### src/rtl/y86_pkg.sv
// Shared Y86-64 definitions: status codes, instruction codes and the
// stage-state encoding used by the SEQ sequencer.
package y86_pkg;

    localparam logic [2:0] STAT_AOK = 3'd1;
    localparam logic [2:0] STAT_HLT = 3'd2;
    localparam logic [2:0] STAT_ADR = 3'd3;
    localparam logic [2:0] STAT_INS = 3'd4;

    localparam logic [3:0] I_HALT   = 4'd0;
    localparam logic [3:0] I_NOP    = 4'd1;
    localparam logic [3:0] I_RRMOVQ = 4'd2;
    localparam logic [3:0] I_IRMOVQ = 4'd3;
    localparam logic [3:0] I_RMMOVQ = 4'd4;
    localparam logic [3:0] I_MRMOVQ = 4'd5;
    localparam logic [3:0] I_OPQ    = 4'd6;
    localparam logic [3:0] I_JXX    = 4'd7;
    localparam logic [3:0] I_CALL   = 4'd8;
    localparam logic [3:0] I_RET    = 4'd9;
    localparam logic [3:0] I_PUSHQ  = 4'd10;
    localparam logic [3:0] I_POPQ   = 4'd11;

    typedef enum logic [2:0] {
        ST_IDLE,
        ST_FETCH,
        ST_DECODE,
        ST_EXECUTE,
        ST_MEMORY,
        ST_WRITEBACK,
        ST_PCUPD,
        ST_HALT
    } stage_e;

    // Fetch fault priority: address error, then invalid instruction, then halt.
    function automatic logic [2:0] fetch_status(input logic imem_er,
                                                input logic inst_valid,
                                                input logic hlt_er);
        if (imem_er)
            return STAT_ADR;
        else if (!inst_valid)
            return STAT_INS;
        else if (hlt_er)
            return STAT_HLT;
        else
            return STAT_AOK;
    endfunction

endpackage

### src/rtl/seq_perf_counters.sv
// Pair of saturating performance counters (busy cycles, retired instructions)
// with a shared synchronous clear.
module seq_perf_counters #(
    parameter int CNT_W = 32
) (
    input  logic             clk,
    input  logic             rst,
    input  logic             clear,
    input  logic             inc_cycle,
    input  logic             inc_instr,
    output logic [CNT_W-1:0] cycle_count,
    output logic [CNT_W-1:0] instr_count
);

    logic [1:0]            inc;
    logic [1:0][CNT_W-1:0] cnt_all;

    assign inc = {inc_instr, inc_cycle};

    for (genvar gi = 0; gi < 2; gi++) begin : g_cnt
        logic [CNT_W-1:0] cnt_reg;

        // Counters stick at all-ones rather than wrapping.
        always_ff @(posedge clk or posedge rst) begin
            if (rst)
                cnt_reg <= '0;
            else if (clear)
                cnt_reg <= '0;
            else if (inc[gi] && !(&cnt_reg))
                cnt_reg <= cnt_reg + CNT_W'(1);
        end

        assign cnt_all[gi] = cnt_reg;
    end

    assign cycle_count = cnt_all[0];
    assign instr_count = cnt_all[1];

endmodule

### src/rtl/seq_stage_controller.sv
// Multi-cycle Y86-64 SEQ sequencer: owns PC and status, steps each instruction
// through six stages, waits on data memory with a timeout and counts activity.
module seq_stage_controller
    import y86_pkg::*;
#(
    parameter logic [63:0] RESET_PC    = 64'd0,
    parameter int          MEM_TIMEOUT = 16,
    parameter int          CNT_W       = 32
) (
    input  logic             clk,
    input  logic             rst,
    input  logic             start,
    input  logic [63:0]      start_pc,
    input  logic [3:0]       f_icode,
    input  logic             f_inst_valid,
    input  logic             f_imem_er,
    input  logic             f_hlt_er,
    input  logic             mem_access,
    input  logic             dmem_ready,
    input  logic             dmem_er,
    input  logic [63:0]      new_pc,
    output logic [63:0]      pc,
    output logic             en_fetch,
    output logic             en_decode,
    output logic             en_execute,
    output logic             en_memory,
    output logic             en_writeback,
    output logic             en_pcupd,
    output logic [2:0]       stat,
    output logic             busy,
    output logic             halted,
    output logic [CNT_W-1:0] cycle_count,
    output logic [CNT_W-1:0] instr_count
);

    localparam int WAIT_W = $clog2(MEM_TIMEOUT + 1);

    stage_e            state_reg, state_next;
    logic [63:0]       pc_reg, pc_next;
    logic [2:0]        stat_reg, stat_next;
    logic [WAIT_W-1:0] wait_reg;
    logic              clear_cnt;
    logic [2:0]        fetch_stat;

    // The fetch flags already summarise the icode; it is not decoded here.
    logic unused_icode;
    assign unused_icode = ^f_icode;

    assign fetch_stat = fetch_status(f_imem_er, f_inst_valid, f_hlt_er);

    always_ff @(posedge clk or posedge rst) begin
        if (rst) begin
            state_reg <= ST_IDLE;
            pc_reg    <= RESET_PC;
            stat_reg  <= STAT_AOK;
            wait_reg  <= '0;
        end else begin
            state_reg <= state_next;
            pc_reg    <= pc_next;
            stat_reg  <= stat_next;
            if (state_reg == ST_MEMORY && state_next == ST_MEMORY)
                wait_reg <= wait_reg + WAIT_W'(1);
            else
                wait_reg <= '0;
        end
    end

    always_comb begin
        state_next = state_reg;
        pc_next    = pc_reg;
        stat_next  = stat_reg;
        clear_cnt  = 1'b0;
        unique case (state_reg)
            ST_IDLE, ST_HALT: begin
                if (start) begin
                    state_next = ST_FETCH;
                    pc_next    = start_pc;
                    stat_next  = STAT_AOK;
                    clear_cnt  = 1'b1;
                end
            end
            ST_FETCH: begin
                if (fetch_stat != STAT_AOK) begin
                    stat_next  = fetch_stat;
                    state_next = ST_HALT;
                end else begin
                    state_next = ST_DECODE;
                end
            end
            ST_DECODE:  state_next = ST_EXECUTE;
            ST_EXECUTE: state_next = ST_MEMORY;
            ST_MEMORY: begin
                // A ready arriving on the final allowed cycle beats the timeout.
                if (!mem_access) begin
                    state_next = ST_WRITEBACK;
                end else if (dmem_ready) begin
                    if (dmem_er) begin
                        stat_next  = STAT_ADR;
                        state_next = ST_HALT;
                    end else begin
                        state_next = ST_WRITEBACK;
                    end
                end else if (wait_reg == WAIT_W'(MEM_TIMEOUT - 1)) begin
                    stat_next  = STAT_ADR;
                    state_next = ST_HALT;
                end
            end
            ST_WRITEBACK: state_next = ST_PCUPD;
            ST_PCUPD: begin
                pc_next    = new_pc;
                state_next = ST_FETCH;
            end
            default: state_next = ST_IDLE;
        endcase
    end

    assign en_fetch     = (state_reg == ST_FETCH);
    assign en_decode    = (state_reg == ST_DECODE);
    assign en_execute   = (state_reg == ST_EXECUTE);
    assign en_memory    = (state_reg == ST_MEMORY);
    assign en_writeback = (state_reg == ST_WRITEBACK);
    assign en_pcupd     = (state_reg == ST_PCUPD);
    assign halted       = (state_reg == ST_HALT);
    assign busy         = (state_reg != ST_IDLE) && (state_reg != ST_HALT);
    assign pc           = pc_reg;
    assign stat         = stat_reg;

    seq_perf_counters #(
        .CNT_W(CNT_W)
    ) u_perf (
        .clk        (clk),
        .rst        (rst),
        .clear      (clear_cnt),
        .inc_cycle  (busy),
        .inc_instr  (en_pcupd),
        .cycle_count(cycle_count),
        .instr_count(instr_count)
    );

endmodule

### config.mk
export PLATFORM = sky130hd
export DESIGN_NAME = seq_stage_controller
export DESIGN_NICKNAME = d
export VERILOG_FILES = /design/src/rtl/y86_pkg.sv /design/src/rtl/seq_perf_counters.sv /design/src/rtl/seq_stage_controller.sv
export SDC_FILE = /design/constraint.sdc
export NUM_CORES = 1
export LEC_CHECK = 0
export ABC_AREA = 1
export BUFFER_PORTS_ARGS = -buffer_cell sky130_fd_sc_hd__buf_2
export CAP_MARGIN = 30
export CORE_UTILIZATION = 50
export DETAILED_ROUTE_END_ITERATION = 10
export GPL_ROUTABILITY_DRIVEN = 0
export PLACE_DENSITY = 0.88
export SLEW_MARGIN = 20
export SYNTH_ARGS = -nofsm -noshare
export SYNTH_HDL_FRONTEND = slang
export SYNTH_HIERARCHICAL = 1
export SYNTH_SLANG_ARGS = --single-unit
### constraint.sdc
create_clock -name clk -period 2.7 [get_ports clk]
set_clock_uncertainty 0.1 [all_clocks]
set_input_delay 0.135 -clock clk [delete_from_list [all_inputs] [get_ports clk]]
set_output_delay 0.135 -clock clk [all_outputs]
set_load 0.005 [all_outputs]
==> flow_summary.json <==
{
  "via_per_inst": 5.517,
  "die-area_sq_um": 17440,
  "setup_viol": 0,
  "grt_max_degree": 80,
  "regToRegStartpoint": "state_reg[1]",
  "track_usage": 0.3489,
  "pwr-share-clk": 0.241,
  "critical_path.startpoint": "state_reg[1]",
  "totalWireLength_um": 30510,
  "cts_root_buf": "clkbuf_16",
  "drtIter0Drc": 1030,
  "dr_wl_met2_um": 14850,
  "crit_top_cell": "nand2_1",
  "cts_buffer_depth": 2,
  "ys_seq_area_frac": 0.4115,
  "period_needed_ns": 2.615,
  "hold_viol_final": 0,
  "hp-class": "in -> reg",
  "std_cell_rows": 47,
  "reg2reg_slack_ns": 0.08,
  "wire_per_inst_um": 16.18,
  "wl_met1_um": 10840,
  "h-tree-depth": 4,
  "ys_ff_latch": 139,
  "swShare": 0.4148,
  "startpoint_type": "register",
  "dp_hpwl_um": 17640,
  "outcome": "complete, no violations",
  "p_int_mw": 6.005,
  "grt_pass1_vias": 10040,
  "critical_path_class": "reg -> reg",
  "layout-drive-gt1-share": 0.2151,
  "fmaxAchievable_mhz": 382.4,
  "worst_pin_slew_ns": 0.7849,
  "cts_buffers": 17,
  "cts_tree": "built",
  "antenna_left": 0,
  "seq_power_share": 0.314,
  "peakVddDrop_v": 0.0005436,
  "dr.max_layer_used": "met4",
  "rsz0062_at_grt": "true",
  "leakage_nw": 6.550,
  "syn_inst": 1252,
  "cp_max_fo": 79,
  "ys_warn_count": 6,
  "arrival_ns": 2.87,
  "max-slew-margin-rel": 0.4768,
  "cts_sinks": 139,
  "placed_area_sq_um": 9859,
  "overflow": 0,
  "vias": 10410,
  "fin_crit_sh": 0.9686,
  "synthDistinctLibCells": 34,
  "ioPinCount": 280,
  "port_buffers": 275,
  "p_comb_frac": 0.445,
  "crit_end": "pc[39]",
  "fin_nets": 1788,
  "clock_latency_ns": 0.42,
  "syn-num-nets": 1397,
  "cap_violations": 0,
  "required_ns": 2.96,
  "critPathMaxStageDelay_ns": 0.61,
  "cp-end-kind": "register",
  "grt_pass1_wl_um": 48730,
  "wl_met3_um": 3100,
  "post-route-drc-count": 0,
  "start_util": 0.5117,
  "powerDensity_nw_per_um2": 867.7,
  "synth_area_sq_um": 8456,
  "design_area_sq_um": 11830,
  "nFillCells": 1192,
  "dp.cells": 1711,
  "switchingPower_mw": 4.257,
  "crit_chain": "inv_1 -> nor2_2 -> nand2_4 -> buf_4 -> nand2_1 -> nand2_1 -> dlygate4sd3_1 -> nand2_1 -> nand2_1",
  "reg2reg_depth": 9,
  "r2r_end": "pc[39]",
  "synth.avg_cell_area_sq_um": 6.754,
  "die_w_um": 132.0,
  "cp_slowest_cell": "buf_4",
  "area_delta_synth_final_pct": 39.86,
  "final_util": 0.7157,
  "drv_slew": 0,
  "grt_antenna_before_repair": 10,
  "instances_no_fill": 1886,
  "fp.coreArea_sq_um": 16520,
  "drt-pass1-iter-count": 7,
  "clkSlewWorstSetupHoldPaths_ns": 0.07,
  "fin_tns_setup_ns": 0,
  "dieHeight_um": 132.0,
  "largest_reg_flops": 64
}
==> cell usage in the layout (no fill, tap or decap), drive strengths merged, types with 4 or more instances in the layout <==
cell type,synthesis,layout
bufinv,0,4
clkinv,0,7
nand3b,4,4
diode,0,11
a21oi,5,5
dlygate4sd3,0,132
nand2,641,641
nand3,129,129
nor3,4,4
o21bai,5,5
dfrtp,138,138
nor2,117,117
xnor2,10,10
xor2,17,17
ha,4,4
nand4,14,14
clkbuf,4,20
inv,83,83
o21ai,27,27
buf,44,287
==> metal layers <==
layer,global-route usage,vias up
met1,0.3971,4807
met2,0.5932,750
met4,0.2145,0
met3,0.08343,174
met5,0,-
li1,-,4675
==> cells in the mapped netlist (all sizes together) <==
master,count,area share
buf,44,0.040
and3,1,0.00074
clkbuf,4,0.0019
xnor2,10,0.010
nand3b,4,0.0036
nand3,129,0.076
o21bai,5,0.0044
nor2,117,0.061
inv,83,0.038
nor3,4,0.0024
a21oi,5,0.0030
xor2,17,0.018
nand4,14,0.010
or2,3,0.0022
nand2,641,0.29
o21ai,27,0.016
dfstp,1,0.0031
dfrtp,138,0.41
ha,4,0.0059
a21o,1,0.00089
==> worst min-delay path by stage <==
| stage | endpoint | start | cells past startpoint |
|---|---|---|---|
| after CTS | stat[2] | f_imem_er | 5 |
| after floorplan | state_reg[1] | mem_access | 2 |
| final | stat[0] | f_imem_er | 5 |
| after detailed placement | pc[51] | rst | 2 |
| after global routing | stat[2] | f_imem_er | 5 |
| after global placement | pc[51] | rst | 2 |
==> kinds of logic after synthesis <==
family                   after synthesis  share of synthesized area
AO/OA/AOI/OAI                         38                    0.02427
XOR/XNOR                              27                    0.02797
adder cells (fa/ha/maj)                4                   0.005919
buffers and inverters                131                    0.08005
flip-flops                           139                     0.4115
AND/OR/NAND/NOR                      913                     0.4503
==> what timing repair did <==
item | in CTS | in global routing
endpoints found under the setup margin | 0 | 57
hold buffers | 132 | 0
setup buffers | 0 | 0
hold endpoints to repair | 127 | 0
gates resized for setup | 0 | 1
==> power groups by stage <==
stage | Sequential (mW) | Combinational [mW] | Clock [mW]
2_1_floorplan | 3.18 | 2.59 | 0
3_3_place_gp | 3.15 | 3.65 | 0
3_5_place_dp | 3.16 | 3.79 | 0
4_1_cts | 3.15 | 4.24 | 2.49
5_1_grt | 3.27 | 4.95 | 2.57
6_report | 3.22 | 4.57 | 2.47
==> critical path: cells and delay by family (launching register included) <==
family,cells,cell delay (ns)
and+or+nand+nor,6,0.69
DFF,1,0.42
buffers and inverters,3,1.31
==> through the flow <==
step	hold WS (ns)	setup WS (ns)	total power, mW
after detailed placement	0.1914	0.3585	6.959
after global routing	0.03162	-0.004895	10.79
after floorplan	0.1853	0.5567	5.779
after CTS	0.00009853	0.1347	9.889
final	0.01605	0.08473	10.26
after global placement	0.1954	0.4888	6.803
==> area by class of cell <==
class,count,area (sq um),share of cell area
Antenna cell,11,27.53,0.002328
Clock inverter,12,173.9,0.01471
Timing Repair Buffer,420,2811,0.2377
Tap cell,220,275.3,0.02328
Inverter,83,321.6,0.02719
Sequential cell,139,3480,0.2942
Clock buffer,19,432.9,0.03661
Multi-Input combinational cell,982,4304,0.3639
No activity file was read; power rests on OpenSTA's default activity.
